===== config.mk =====
export PLATFORM = sky130hd
export DESIGN_NAME = mem_arbiter
export DESIGN_NICKNAME = d
export VERILOG_FILES = /design/src/rtl/mem_arb_pkg.sv /design/src/rtl/mem_arbiter_rr.sv /design/src/rtl/mem_arbiter.sv
export SDC_FILE = /design/constraint.sdc
export NUM_CORES = 1
export LEC_CHECK = 0
export ABC_CLOCK_PERIOD_IN_PS = 2300
export CAP_MARGIN = 20
export CORE_MARGIN = 2
export CORE_UTILIZATION = 40
export CTS_CLUSTER_SIZE = 28
export DETAILED_ROUTE_END_ITERATION = 16
export GPL_TIMING_DRIVEN = 0
export HOLD_SLACK_MARGIN = 0.02
export PLACE_DENSITY = 0.81
export SKIP_CTS_REPAIR_TIMING = 1
export SLEW_MARGIN = 15
export SYNTH_ARGS = -nofsm -noshare
export SYNTH_HDL_FRONTEND = slang
export SYNTH_HIERARCHICAL = 1
export SYNTH_SLANG_ARGS = --single-unit

===== constraint.sdc =====
create_clock -name clk -period 2.3 [get_ports clk]
set_input_delay 0.23 -clock clk [delete_from_list [all_inputs] [get_ports clk]]
set_output_delay 0.23 -clock clk [all_outputs]
set_load 0.01 [all_outputs]

===== src/rtl/mem_arb_pkg.sv =====
// Shared types and constants for the two-port memory arbiter.
package mem_arb_pkg;

  // Arbiter FSM: grants are only issued in StIdle; StAccess lasts exactly one cycle.
  typedef enum logic {
    StIdle   = 1'b0,
    StAccess = 1'b1
  } arb_state_e;

  // Access size encodings carried on dqm; 2'b11 is reserved and never updates memory.
  localparam logic [1:0] DQM_BYTE = 2'b00;
  localparam logic [1:0] DQM_HALF = 2'b01;
  localparam logic [1:0] DQM_WORD = 2'b10;
  localparam logic [1:0] DQM_RSVD = 2'b11;

  // Requester index: 0 = core load/store, 1 = debug/DMA.
  typedef logic port_idx_t;

  // Request fields captured on the grant cycle.
  typedef struct packed {
    logic        we;
    logic [31:0] addr;
    logic [31:0] wdata;
    logic [1:0]  dqm;
    port_idx_t   owner;
  } acc_latch_t;

endpackage


===== src/rtl/mem_arbiter_rr.sv =====
// Two-way round-robin choice: a lone requester always wins, a tie goes to the port
// that was not granted last.
module rr_arbiter2
  import mem_arb_pkg::*;
(
  input  logic [1:0] req_i,
  input  port_idx_t  last_i,
  output logic [1:0] gnt_o
);

  // One-hot grant from the request pair and the last winner.
  always_comb begin
    gnt_o = 2'b00;
    unique case (req_i)
      2'b01:   gnt_o = 2'b01;
      2'b10:   gnt_o = 2'b10;
      2'b11:   gnt_o = last_i ? 2'b01 : 2'b10;
      default: gnt_o = 2'b00;
    endcase
  end

endmodule


===== src/rtl/mem_arbiter.sv =====
// Two-requester single-port memory arbiter. One access every two cycles: grant in
// IDLE, drive the memory for one ACCESS cycle, return data/rvalid the cycle after.
// Optional build macro MEM_ARB_RANGE_CHECK_EN: latched addresses >= MEM_DEPTH
// suppress the write, return rdata=0 and raise err with rvalid.
module mem_arbiter
  import mem_arb_pkg::*;
#(
  parameter int unsigned MEM_DEPTH = 1000
) (
  input  logic        clk,
  input  logic        rst,
  // Requester 0 (core load/store)
  input  logic        req0,
  input  logic        we0,
  input  logic [31:0] addr0,
  input  logic [31:0] wdata0,
  input  logic [1:0]  dqm0,
  output logic        gnt0,
  output logic        rvalid0,
  output logic [31:0] rdata0,
  output logic        err0,
  // Requester 1 (debug/DMA)
  input  logic        req1,
  input  logic        we1,
  input  logic [31:0] addr1,
  input  logic [31:0] wdata1,
  input  logic [1:0]  dqm1,
  output logic        gnt1,
  output logic        rvalid1,
  output logic [31:0] rdata1,
  output logic        err1,
  // Memory side
  output logic [31:0] mem_addr,
  output logic        mem_we,
  output logic [31:0] mem_wdata,
  output logic [1:0]  mem_dqm,
  input  logic [31:0] mem_rdata
);

  arb_state_e       state_q, state_d;
  acc_latch_t       lat_q, lat_d;
  port_idx_t        last_q, last_d;
  logic [1:0]       rvalid_q, rvalid_d;
  logic [1:0]       err_q, err_d;
  logic [1:0][31:0] rdata_q, rdata_d;
  logic [1:0]       arb_gnt;
  logic [1:0]       gnt;
  logic             oor;

  rr_arbiter2 u_rr (
    .req_i  ({req1, req0}),
    .last_i (last_q),
    .gnt_o  (arb_gnt)
  );

`ifdef MEM_ARB_RANGE_CHECK_EN
  assign oor = (lat_q.addr >= 32'(MEM_DEPTH));
`else
  assign oor = 1'b0;
`endif

  // Next-state, grant and memory-side drive; IDLE defaults keep the bus quiet.
  always_comb begin
    state_d   = state_q;
    lat_d     = lat_q;
    last_d    = last_q;
    rvalid_d  = 2'b00;
    err_d     = 2'b00;
    rdata_d   = rdata_q;
    gnt       = 2'b00;
    mem_we    = 1'b0;
    mem_addr  = 32'h0;
    mem_wdata = 32'h0;
    mem_dqm   = DQM_WORD;
    unique case (state_q)
      StIdle: begin
        // No grant while reset is held, so nothing is accepted that reset would drop.
        gnt = arb_gnt & {2{~rst}};
        if (gnt != 2'b00) begin
          state_d = StAccess;
          last_d  = gnt[1];
          if (gnt[1]) begin
            lat_d = '{we: we1, addr: addr1, wdata: wdata1, dqm: dqm1, owner: 1'b1};
          end else begin
            lat_d = '{we: we0, addr: addr0, wdata: wdata0, dqm: dqm0, owner: 1'b0};
          end
        end
      end
      StAccess: begin
        mem_addr  = lat_q.addr;
        mem_wdata = lat_q.wdata;
        mem_dqm   = lat_q.dqm;
        mem_we    = lat_q.we & ~oor;
        state_d   = StIdle;
        rvalid_d[lat_q.owner] = 1'b1;
        err_d[lat_q.owner]    = oor;
        rdata_d[lat_q.owner]  = oor ? 32'h0 : mem_rdata;
      end
      default: state_d = StIdle;
    endcase
  end

  // State, latch and completion registers; reset aborts any access in flight.
  always_ff @(posedge clk) begin
    if (rst) begin
      state_q  <= StIdle;
      lat_q    <= '0;
      last_q   <= 1'b1;
      rvalid_q <= 2'b00;
      err_q    <= 2'b00;
      rdata_q  <= '0;
    end else begin
      state_q  <= state_d;
      lat_q    <= lat_d;
      last_q   <= last_d;
      rvalid_q <= rvalid_d;
      err_q    <= err_d;
      rdata_q  <= rdata_d;
    end
  end

  assign gnt0    = gnt[0];
  assign gnt1    = gnt[1];
  assign rvalid0 = rvalid_q[0];
  assign rvalid1 = rvalid_q[1];
  assign err0    = err_q[0];
  assign err1    = err_q[1];
  assign rdata0  = rdata_q[0];
  assign rdata1  = rdata_q[1];

endmodule


==> out/qor.yml, run 1 <==
clock_network:
  h-tree-depth: 4
  worstSkewPairLatency_ps: 410
  clk_pin_slew_ps: 60
  cts_tree: "built"
  clock_tree.root_cell: "clkbuf_16"
  ctsLongestPathBuffers: 2
  cts.sinks: 136
  cts_buffers: 17
timing:
  min_period_ps: 2213
  hold_viol: 0
  skew_ps: 8.871
  layout_setup_ws_ps: 87.34
  fmax_mhz: 451.9
  finalSetupViolations: 0
  max_slew.worst_pin.slew_ps: 743.2
  max_slew_margin_pct: 50.45
  slew_viol_final: 0
  period_share_pct: 96.20
global_route:
  grt_util_all_layers_pct: 24.52
  first_global_vias: 5878
  grt_pass1_wl_um: 31120
  grt_max_degree: 17
  antenna_found_initial: 0
  grt-ovfl-total: 0
yosys:
  yosysSeqAreaShare_pct: 45.57
  synth.cell_area_mm2: 0.005974
  synth_cells: 687
  synth_most_common_cell: "dfxtp_1"
  synth_common_cells: "dfxtp_1, a21oi_1, nand2_1, and2_1, mux2i_1"
  ys.flop_type: "dfxtp_1"
  syn-mean-instance-area_um2: 8.696
  ys_warn_count: 6
  ys_ff_latch: 136
  synth_top_area_cell: "dfxtp_1"
  synthArstFlopShare_pct: 0
  synthDistinctLibCells: 21
  netlist.area_leader.share_pct: 45.57
  synth_edf_count: 0
  synthTopCellsByArea: "dfxtp_1, mux2i_1, a21oi_1"
placement:
  hpwl_um: 15330
  port_buffers: 303
  gp_congestion: 0.8301
  place_ws_ps: -504.6
power:
  power_density_mw_per_mm2: 659.8
  p_total_mw: 6.522
  p_leak_nw: 3.642
  ir_drop_mv: 0.4943
worst_setup_path:
  critPathRequiredTime_ps: 2070
  cp-start-kind: "flip-flop"
  path_max_fanout: 10
  crit_type: "flip-flop to primary output"
  cp.arrival_ps: 1980
  endpoint_kind: "primary output"
finish:
  fillCellCount: 1229
  num_antenna_cells: 0
  drive_gt1_share_pct: 7.353
  layout.nets: 1180
  syn2layout_area_growth_pct: 65.47
status:
  outcome: "completed"
floorplanning:
  die-area_mm2: 0.01593
  std_cell_rows: 44
  pin_count: 307
  die_x_um: 126.2
  core_area_mm2: 0.01459
  initial_core_util_pct: 40.95
  die-height_um: 126.2
drt:
  dr.pass1.iters: 4
  drt-total-wl_um: 20060
  ant_nets: 0
  drtIter0Drc: 288
  routedWlPerCell_um: 16.66
  drt_drc_violations_left: 0
  viasPerCell: 5.071
  vias: 6105
worst_hold_path:
  hold_path.class: "primary input to flip-flop"
job:
  cap_viol_max_count: 0
-- routing by layer --
| layer | wire (um) | global-route usage, % |
|---|---|---|
| met1 | 8090 | 29.46 |
| met2 | 10080 | 42.66 |
| met3 | 1406 | 6.287 |
| met4 | 484 | 8.274 |
| met5 | 0 | 0 |
-- state kept, by name (all words and copies together), names as in the netlist --
name	count
lat_q	68
rdata1	32
last_q	1
rdata0	32
state_q	1
rvalid_q	2
-- critical path, cell delays in order, from the launching register on --
cell and delay, ps:
dfxtp_2 360, buf_6 140, buf_4 180, clkbuf_4 200, and2_1 130, clkdlybuf4s50_1 560
-- power by group --
part           internal (mW)  switching [mW]  leakage (nW)  total (mW)
clock                   1.66           0.992         0.277        2.65
combinational          0.683           0.594          2.25        1.28
sequential              2.52          0.0754          1.11        2.59
-- stage by stage --
stage	TNS [ps]	std cells	hold WS [ps]	util, %	instance area [um^2]
floorplan	0	688	366.0	-	5978
global placement	-7380	1175	441.3	63.34	9241
detailed placement	-9033	1175	446.1	63.34	9241
CTS	-23630	1204	377.1	67.25	9811
global route	-1.130	1204	386.7	67.76	9886
finish	0	1204	392.7	67.76	9886
-- cells by family after synthesis --
kind of cell | Yosys count | synth area share, %
simple gates | 209 | 16.31
compound gates | 202 | 21.55
flops | 136 | 45.57
buf+inv | 72 | 5.277
mux | 67 | 11.23
other cells | 1 | 0.06277
-- layout by cell type, fill, tap and decap left out, types with 2 or more instances in the layout --
cell               n
a211oi_1          47
a211oi_2          20
a21boi_1           2
a21oi_1          132
and2_1            70
buf_1              2
buf_2              7
buf_4              7
buf_6              4
buf_8              2
bufinv_16          2
clkbuf_1          45
clkbuf_16         17
clkbuf_2           3
clkbuf_4           2
clkbuf_8           3
clkdlybuf4s50_1  298
clkinv_2           3
clkinvlp_4         2
conb_1             2
dfxtp_1          135
dlymetal6s2s_1     5
mux2i_1           67
nand2_1          129
nand2b_1           3
nor2_1             3
nor2b_1            2
-- path summary, 6_finish.rpt --
path / startpoint / end / slack, ps / depth (start not counted)
setup / recovery: state_q$_SDFF_PP0_ / mem_wdata[17] / 90 / 5
hold / removal: mem_rdata[2] / rdata1[2]$_SDFFE_PP0P_ / 390 / 3
setup reg to reg: last_q$_SDFFE_PP1P_ / lat_q[13]$_SDFFE_PP0P_ / 240 / 8
hold reg to reg: rdata0[1]$_SDFFE_PP0P_ / rdata0[1]$_SDFFE_PP0P_ / 450 / 2
-- final cells by class --
| class | instances | area (um^2) | area share, % |
|---|---|---|---|
| Timing Repair Buffer | 304 | 3053 | 30.88 |
| Multi-Input combinational cell | 480 | 2948 | 29.82 |
| Sequential cell | 136 | 2724 | 27.55 |
| Clock buffer | 21 | 470.5 | 4.759 |
| Buffer | 70 | 357.8 | 3.620 |
| Tap cell | 184 | 230.2 | 2.329 |
| Clock inverter | 8 | 98.84 | 0.9999 |
| Inverter | 1 | 3.754 | 0.03797 |
Power figures use the tool's default switching activity.
==> run 2, diff against run 1 <==
--- a/config.mk
+++ b/config.mk
@@ -5,15 +5,15 @@
 export SDC_FILE = /design/constraint.sdc
 export NUM_CORES = 1
 export LEC_CHECK = 0
-export ABC_CLOCK_PERIOD_IN_PS = 2300
+export ABC_CLOCK_PERIOD_IN_PS = 2610
 export CAP_MARGIN = 20
 export CORE_MARGIN = 2
-export CORE_UTILIZATION = 40
+export CORE_UTILIZATION = 43
 export CTS_CLUSTER_SIZE = 28
 export DETAILED_ROUTE_END_ITERATION = 16
 export GPL_TIMING_DRIVEN = 0
 export HOLD_SLACK_MARGIN = 0.02
-export PLACE_DENSITY = 0.81
+export PLACE_DENSITY = 0.86
 export SKIP_CTS_REPAIR_TIMING = 1
 export SLEW_MARGIN = 15
 export SYNTH_ARGS = -nofsm -noshare
==> constraint.sdc (replaced) <==
create_clock -name clk -period 2.61 [get_ports clk]
set_input_delay 0.261 -clock clk [delete_from_list [all_inputs] [get_ports clk]]
set_output_delay 0.261 -clock clk [all_outputs]
set_load 0.01 [all_outputs]
==> out/qor.yml, run 2 (same netlist as run 1, synthesis figures left out) <==
floorplanning:
  die_x_um: 121.9  # -3.4%
  core_area_mm2: 0.01372  # -6.0%
  die-area_mm2: 0.01485  # -6.8%
  pin_count: 307  # unchanged
  initial_core_util_pct: 43.55  # +2.6 points
  die-height_um: 121.9  # -3.4%
  std_cell_rows: 43  # -2.3%
placement:
  port_buffers: 303  # unchanged
  gp_congestion: 0.7831  # -5.7%
  place_inst: 1171  # -0.34%
  place_ws_ps: -283.6  # +221.0 ps
  placed_cell_area_mm2: 0.009236  # about the same
  hpwl_um: 15420  # +0.56%
worst_setup_path:
  endpoint_kind: "primary output"
  cp.arrival_ps: 2260  # +280 ps
  path_max_fanout: 10  # unchanged
  cp-start-kind: "flip-flop"
  crit_type: "flip-flop to primary output"
  critPathRequiredTime_ps: 2350  # +280 ps
drt:
  routedWlPerCell_um: 16.87  # +1.2%
  drtIter0Drc: 318  # +10%
  drt_drc_violations_left: 0  # unchanged
  dr.pass1.iters: 5  # +1
  vias: 6150  # +0.74%
  ant_nets: 0  # unchanged
  viasPerCell: 5.121  # +0.99%
  drt-total-wl_um: 20260  # +0.98%
status:
  outcome: "completed"
timing:
  min_period_ps: 2524
  hold_viol: 0  # unchanged
  finalSetupViolations: 0  # unchanged
  tns_ps: 0  # unchanged
  fmax_mhz: 396.2
  layout_setup_ws_ps: 86.16  # -1.177 ps
  max_slew_margin_pct: 49.97  # -0.49 points
  max_slew.worst_pin.slew_ps: 750.5  # +7.283 ps
  slew_viol_final: 0  # unchanged
  skew_ps: 6.378  # -2.492 ps
  hold_ws_ps: 419.8  # +27.14 ps
  period_share_pct: 96.70
clock_network:
  clk_pin_slew_ps: 60  # about the same
  h-tree-depth: 4  # unchanged
  ctsLongestPathBuffers: 2  # unchanged
  worstSkewPairLatency_ps: 420  # about the same
  cts.sinks: 136  # unchanged
  clock_tree.root_cell: "clkbuf_16"
  cts_tree: "built"
  cts_buffers: 17  # unchanged
finish:
  syn2layout_area_growth_pct: 65.15
  final_core_util_pct: 71.92  # +4.2 points
  layout.nets: 1180  # unchanged
  final_cell_mix: "clkdlybuf4s50_1, dfxtp_1, a21oi_1"
  stdcell_count: 1201  # -0.25%
  drive_gt1_share_pct: 7.052  # -0.30 points
  regArea_mm2: 0.002723  # about the same
  top_register: "lat_q"
  final_common_cell: "clkdlybuf4s50_1"
  fin_area_mm2: 0.009867  # -0.19%
  largest_reg_flops: 68  # unchanged
  fillCellCount: 1079  # -12%
  multi_input_area_mm2: 0.002948  # unchanged
  num_antenna_cells: 0  # unchanged
job:
  cap_viol_max_count: 0  # unchanged
power:
  ir_drop_mv: 0.4449  # -10%
  p_total_mw: 5.838  # -10%
  power_density_mw_per_mm2: 591.7  # -10%
  p_leak_nw: 3.546  # -2.6%
global_route:
  antenna_found_initial: 0  # unchanged
  first_global_vias: 6069  # +3.2%
  grt_pass1_wl_um: 31420  # +0.97%
  grt_util_all_layers_pct: 27.46  # +2.9 points
  grt_max_degree: 17  # unchanged
  grt-ovfl-total: 0  # unchanged
worst_hold_path:
  hold_path.class: "primary input to flip-flop"
==> run 2: worst paths after layout <==
| kind | from | to | slack, ps | cells after the start |
|---|---|---|---|---|
| setup / recovery | state_q$_SDFF_PP0_ | mem_wdata[26] | 90 | 5 |
| hold / removal | mem_rdata[14] | rdata1[14]$_SDFFE_PP0P_ | 420 | 3 |
| setup reg to reg | last_q$_SDFFE_PP1P_ | lat_q[30]$_SDFFE_PP0P_ | 400 | 8 |
| hold reg to reg | rdata0[19]$_SDFFE_PP0P_ | rdata0[19]$_SDFFE_PP0P_ | 450 | 2 |
==> run 2: metal layers <==
layer / GRT usage, % / wire, um / up-vias
met5: 0 / 0 / -
met2: 46.51 / 10000 / 236
met1: 32.46 / 8003 / 2851
met4: 12.86 / 840 / 0
li1: - / - / 3003
met3: 7.163 / 1413 / 60
==> run 2: layout make-up <==
type / instances / area share, %
Buffer: 71 / 3.462
Clock buffer: 19 / 4.489
Clock inverter: 11 / 1.522
Inverter: 1 / 0.03804
Multi-Input combinational cell: 480 / 29.88
Sequential cell: 136 / 27.59
Tap cell: 180 / 2.283
Timing Repair Buffer: 303 / 30.74
==> run 2: worst max-delay path, cell delays in order (launching register included) <==
cell	delay [ps]
dfxtp_1	370
clkbuf_2	240
clkbuf_4	270
clkbuf_2	230
and2_1	160
clkdlybuf4s50_1	580
==> run 2: power breakdown <==
| group | switching, mW | internal [mW] |
|---|---|---|
| Sequential | 0.0687 | 2.22 |
| Combinational | 0.527 | 0.596 |
| Clock | 0.908 | 1.52 |
